`src/rtl/fifo_addr_ctrl_pkg.sv`:
```
// Shared definitions for the synchronous FIFO address controller.
//   - FIFO_DEPTH default: the `FIFO_DEPTH macro, or 16 if it is not set.
//   - Occupancy FSM state encodings ST_EMPTY / ST_PART / ST_FULL.
// Optional feature macro used by the top: FIFO_ERR_FLAG_EN (sticky error flags).
`ifndef FIFO_DEPTH
`define FIFO_DEPTH 16
`endif

package fifo_addr_ctrl_pkg;

  localparam int FIFO_DEPTH_DEF = `FIFO_DEPTH;

  typedef enum logic [1:0] {
    ST_EMPTY = 2'd0,
    ST_PART  = 2'd1,
    ST_FULL  = 2'd2
  } fifo_state_e;

endpackage

```
`src/rtl/fifo_ptr_cnt.sv`:
```
// Wrapping pointer register with increment and parallel load.
// Ports:
//   clk, reset   clock, synchronous active-high reset
//   inc          advance pointer by one (wraps modulo 2^W)
//   load         load load_val; takes priority over inc
//   load_val     value to load
//   ptr          registered pointer
module fifo_ptr_cnt #(
  parameter int W = 5
) (
  input  logic         clk,
  input  logic         reset,
  input  logic         inc,
  input  logic         load,
  input  logic [W-1:0] load_val,
  output logic [W-1:0] ptr
);

  always_ff @(posedge clk) begin
    if (reset)     ptr <= '0;
    else if (load) ptr <= load_val;
    else if (inc)  ptr <= ptr + 1'b1;
  end

endmodule

```
`src/rtl/fifo_addr_ctrl.sv`:
```
// Write/read pointer controller for the synchronous FIFO.
// Converts write/read handshakes into RAM enables/addresses, keeps the
// (ADDR_WIDTH+1)-bit pointers for the flag comparator, a registered
// occupancy count and an EMPTY/PART/FULL FSM that gates every access.
// Ports:
//   clk, reset                 clock, synchronous active-high reset
//   i_wr_req, i_rd_req         write request / read request
//   i_flush                    drop all entries (requests ignored that cycle)
//   i_err_clr                  clear sticky error flags
//   o_mem_we, o_mem_waddr      RAM write port (combinational)
//   o_mem_re, o_mem_raddr      RAM read port (combinational)
//   o_rd_dvalid                RAM read data valid, one cycle after o_mem_re
//   wr_addr, rd_addr           pointers with wrap bit
//   o_count                    stored entries 0..FIFO_DEPTH
//   o_overflow, o_underflow    sticky error flags
// Configuration macro: FIFO_ERR_FLAG_EN enables the sticky error flags;
// without it they are tied to 0 and i_err_clr is ignored.
import fifo_addr_ctrl_pkg::*;

module fifo_addr_ctrl #(
  parameter int FIFO_DEPTH = FIFO_DEPTH_DEF,
  parameter int ADDR_WIDTH = $clog2(FIFO_DEPTH)
) (
  input  logic                  clk,
  input  logic                  reset,
  input  logic                  i_wr_req,
  input  logic                  i_rd_req,
  input  logic                  i_flush,
  input  logic                  i_err_clr,
  output logic                  o_mem_we,
  output logic [ADDR_WIDTH-1:0] o_mem_waddr,
  output logic                  o_mem_re,
  output logic [ADDR_WIDTH-1:0] o_mem_raddr,
  output logic                  o_rd_dvalid,
  output logic [ADDR_WIDTH:0]   wr_addr,
  output logic [ADDR_WIDTH:0]   rd_addr,
  output logic [ADDR_WIDTH:0]   o_count,
  output logic                  o_overflow,
  output logic                  o_underflow
);

  localparam int PW = ADDR_WIDTH + 1;

  fifo_state_e   state_q, state_d;
  logic          wr_acc, rd_acc;
  logic [PW-1:0] wr_nxt, rd_nxt;

  // Gating uses the registered state only: no write at full even if a read
  // frees a slot this cycle, no read-through at empty.
  assign wr_acc = i_wr_req & (state_q != ST_FULL)  & ~i_flush;
  assign rd_acc = i_rd_req & (state_q != ST_EMPTY) & ~i_flush;

  assign o_mem_we    = wr_acc;
  assign o_mem_re    = rd_acc;
  assign o_mem_waddr = wr_addr[ADDR_WIDTH-1:0];
  assign o_mem_raddr = rd_addr[ADDR_WIDTH-1:0];

  fifo_ptr_cnt #(.W(PW)) u_wr_ptr (
    .clk      (clk),
    .reset    (reset),
    .inc      (wr_acc),
    .load     (1'b0),
    .load_val ('0),
    .ptr      (wr_addr)
  );

  // Flush discards everything by snapping the read pointer onto the write pointer.
  fifo_ptr_cnt #(.W(PW)) u_rd_ptr (
    .clk      (clk),
    .reset    (reset),
    .inc      (rd_acc),
    .load     (i_flush),
    .load_val (wr_addr),
    .ptr      (rd_addr)
  );

  // Count is the registered difference of the next pointers, so it always
  // equals wr_addr - rd_addr.
  assign wr_nxt = wr_addr + PW'(wr_acc);
  assign rd_nxt = i_flush ? wr_addr : rd_addr + PW'(rd_acc);

  always_ff @(posedge clk) begin
    if (reset) begin
      state_q     <= ST_EMPTY;
      o_count     <= '0;
      o_rd_dvalid <= 1'b0;
    end else begin
      state_q     <= state_d;
      o_count     <= wr_nxt - rd_nxt;
      o_rd_dvalid <= rd_acc;
    end
  end

  always_comb begin
    state_d = state_q;
    if (i_flush) begin
      state_d = ST_EMPTY;
    end else begin
      case (state_q)
        ST_EMPTY: if (wr_acc) state_d = ST_PART;
        ST_PART: begin
          if (wr_acc && !rd_acc && o_count == PW'(FIFO_DEPTH - 1))
            state_d = ST_FULL;
          else if (rd_acc && !wr_acc && o_count == PW'(1))
            state_d = ST_EMPTY;
        end
        ST_FULL:  if (rd_acc) state_d = ST_PART;
        default:  state_d = ST_EMPTY;
      endcase
    end
  end

`ifdef FIFO_ERR_FLAG_EN
  // Set has priority over a same-cycle clear so no event is lost.
  always_ff @(posedge clk) begin
    if (reset) begin
      o_overflow  <= 1'b0;
      o_underflow <= 1'b0;
    end else begin
      if (i_wr_req && state_q == ST_FULL) o_overflow <= 1'b1;
      else if (i_err_clr)                 o_overflow <= 1'b0;
      if (i_rd_req && state_q == ST_EMPTY) o_underflow <= 1'b1;
      else if (i_err_clr)                  o_underflow <= 1'b0;
    end
  end
`else
  logic unused_err_clr;
  assign unused_err_clr = i_err_clr;
  assign o_overflow     = 1'b0;
  assign o_underflow    = 1'b0;
`endif

endmodule
```
`config.mk`:
```
export PLATFORM = sky130hd
export DESIGN_NAME = fifo_addr_ctrl
export DESIGN_NICKNAME = d
export VERILOG_FILES = /design/src/rtl/fifo_addr_ctrl_pkg.sv /design/src/rtl/fifo_ptr_cnt.sv /design/src/rtl/fifo_addr_ctrl.sv
export SDC_FILE = /design/constraint.sdc
export NUM_CORES = 1
export LEC_CHECK = 0
export CAP_MARGIN = 20
export CORE_ASPECT_RATIO = 0.75
export CORE_MARGIN = 3
export CORE_UTILIZATION = 47
export CTS_CLUSTER_DIAMETER = 200
export DETAILED_ROUTE_END_ITERATION = 8
export PLACE_DENSITY = 0.79
export SYNTH_ARGS = -nofsm -noshare
export SYNTH_HDL_FRONTEND = slang
export SYNTH_SLANG_ARGS = --single-unit
```
`constraint.sdc`:
```
create_clock -name clk -period 3.5 [get_ports clk]
set_input_delay 0.525 -clock clk [delete_from_list [all_inputs] [get_ports clk]]
set_output_delay 0.525 -clock clk [all_outputs]
set_load 0.005 [all_outputs]
```
==> impl_metrics.ini <==
[run_status]
status = completed

[cells_and_area]
diodes = 0
final_cells = 195
fillCellCount = 226
regArea_um2 = 360
fin_nets = 181
multi_input_area_um2 = 721
area_growth_syn_to_layout_pct = 27.1
layout-drive-gt1-share_pct = 11.8

[synth]
synthTopCellsByCount = dfxtp_1 (18), nor2_1 (13), ha_1 (12)
synthTopCellsByArea = dfxtp_1 (30%), ha_1 (12%), buf_4 (6.8%)
yosysWarnings = 0
yosys.area.top_type = dfxtp_1
syn_area_mm2 = 0.00121
synth.distinct_cells = 43
async_flop_share_pct = 0
yosys.cell_count.top_type = dfxtp_1
yosysTopAreaCellShare_pct = 29.7
synth_enable_flop_cells = 0
syn_inst = 133
ys.flop_type = dfxtp_1
ys_seq_area_share_pct = 29.7
syn_avg_cell_area_um2 = 9.13
ys_seq_elements = 18

[die]
io_pins = 34
die_area_mm2 = 0.00323
fp-row-count = 15
core_mm2 = 0.00238
dieHeight_um = 50.0
initial_core_util_pct = 50.9
die_w_um = 64.7

[timing]
fmax_ghz = 0.302
hold_viol_final = 0
fin_worst_skew_ns = 0.00514
final-setup-viol-count = 0
rsz0062_at_grt = no
max_slew_margin_pct = 51.7
min_period_over_period_pct = 94.5
tightest_slew_ns = 0.722
period_needed_ns = 3.31
drv_slew = 0

[cts]
clk_path_buf_depth = 2
cts_made_buffers = 3
htreeDepth = 1
cts_setup_buffers = 0
ctsHoldBuffers = 0
clk_latency_ns = 0.29
cts_resized = 0
cts_tree = yes
path_clk_slew_ns = 0.09
cts-root-buf = clkbuf_4
cts_sinks = 18

[grt]
antenna_found_initial = 0
grt_max_degree = 20
grt_usage_pct = 18.4
grt_first_pass_wirelength_um = 4600
overflow = 0
grt_pass1_vias = 1002

[detailed_routing]
wl_met3_um = 118
vias_per_cell = 5.06
drtAntennaViolNets = 0
firstDrtPassIters = 4
dr.max_layer_used = met4
wl_per_cell_um = 13.8
dr_wl_met2_um = 1250
dr_total_vias = 987
drc = 0
met1Wirelength_um = 1280
drt-total-wl_um = 2680
drtIter0Drc = 35

[setup_path]
critPathMaxFanout = 2
cp-end-kind = flop
r2r_slack_ns = 0.39
start_kind = primary input
cp.required_ns = 3.66
critPathMaxStageDelay_ns = 0.47
worstPathCellList = clkdlybuf4s50_1, o21ai_1, nor2_2, ha_1, ha_1, mux2i_1, ha_1, fa_1, and3_1, or3_1, a211oi_2, nor3b_2
ff2ff_path_depth = 11
cp_common_cell = ha_1
crit_type = primary input to flop
reg2reg_to = o_count[4]
r2r-start = state_q[1]
arrival_ns = 3.47
crit_path_top_delay_cell = clkdlybuf4s50_1

[pwr]
power_mw = 0.485
peakVddDrop_mv = 0.255
power_leakage_nw = 0.619
power.density_mw_per_mm2 = 314

[job]
cap_violations = 0

[place]
gp_congestion = 0.834
hpwl_um = 2060
io_buffer_count = 30
dp.cells = 191

[worst_hold_path]
hold_end = state_q[1]
hold_depth = 2
min_from = o_count[2]
worstHoldPathType = flop to flop
==> flip-flops by register name (all words and copies together), names as in the netlist <==
name and flops:
o_count 5, u_rd_ptr.ptr 5, state_q 2, u_wr_ptr.ptr 5
o_rd_dvalid 1
==> placed cells by master, fill, tap and decap left out, types with 2 or more instances in the layout <==
cell type / n
nand3_1: 3
inv_1: 5
mux2i_1: 4
nor2_1: 13
a21o_1: 4
o21ai_0: 2
nand4_1: 5
xnor2_1: 9
dfxtp_1: 18
ha_1: 12
a211oi_1: 2
nor2b_1: 3
buf_4: 8
a21oi_1: 2
nor4_1: 2
xor2_1: 5
conb_1: 2
nand2_1: 4
clkbuf_4: 3
clkdlybuf4s50_1: 30
and2_1: 3
==> layer usage <==
layer	global-route usage, %	vias to the layer above
li1	-	505
met1	22.6	449
met2	31.3	28
met3	4.78	5
met4	5.96	0
met5	0	-
==> logic make-up after synthesis <==
family	after synthesis	synth area share, %
multiplexers	4	3.30
AND/OR/NAND/NOR	44	20.2
buffers and inverters	21	11.2
adder cells (fa/ha/maj)	13	14.0
other	1	0.309
XOR/XNOR	14	10.1
flip-flops	18	29.7
AO/OA/AOI/OAI	18	11.1
==> area by class of cell <==
| type | instances | area share [%] |
|---|---|---|
| multi-input cells | 95 | 46.7 |
| well taps | 34 | 2.76 |
| inverters | 6 | 1.46 |
| repair buffers | 38 | 23.4 |
| clock buffers | 4 | 2.35 |
| flip-flops and latches | 18 | 23.4 |
==> power by group <==
part	switching (mW)	leakage (nW)	internal, mW	total (mW)
combinational	0.0508	0.451	0.0733	0.124
clock	0.0627	0.0210	0.0634	0.126
sequential	0.0158	0.147	0.218	0.234
total	0.129	0.619	0.355	0.485
==> per-stage QoR <==
stage	util [%]	TNS (ns)	area (um2)	hold WS, ns	setup WS, ns
finish	64.7	0	1540	0.549	0.192
global route	64.7	0	1540	0.566	0.0819
CTS	64.7	0	1540	0.550	0.184
detailed placement	63.2	-0.120	1510	0.535	-0.120
global placement	63.2	-0.0366	1510	0.516	-0.0366
floorplan	-	0	1220	0.501	0.430
==> worst max-delay path by stage <==
| stage | slack, ns | to | depth (start not counted) | startpoint |
|---|---|---|---|---|
| 2_1_floorplan | 0.43 | o_count[4] | 11 | i_rd_req |
| 3_5_place_dp | -0.12 | o_count[4] | 12 | i_rd_req |
| 3_3_place_gp | -0.04 | o_count[4] | 12 | i_rd_req |
| 5_1_grt | 0.08 | o_count[4] | 12 | i_rd_req |
| 4_1_cts | 0.18 | o_count[4] | 12 | i_rd_req |
| 6_report | 0.19 | o_count[4] | 12 | i_rd_req |
==> worst max-delay path, delay by kind of cell <==
kind / cells / cell delay (ns)
compound gates: 2 / 0.35
fa+ha+maj: 4 / 1.15
buf+inv: 1 / 0.47
mux: 1 / 0.16
simple gates: 4 / 0.79
No activity file was read; power rests on OpenSTA's default activity.
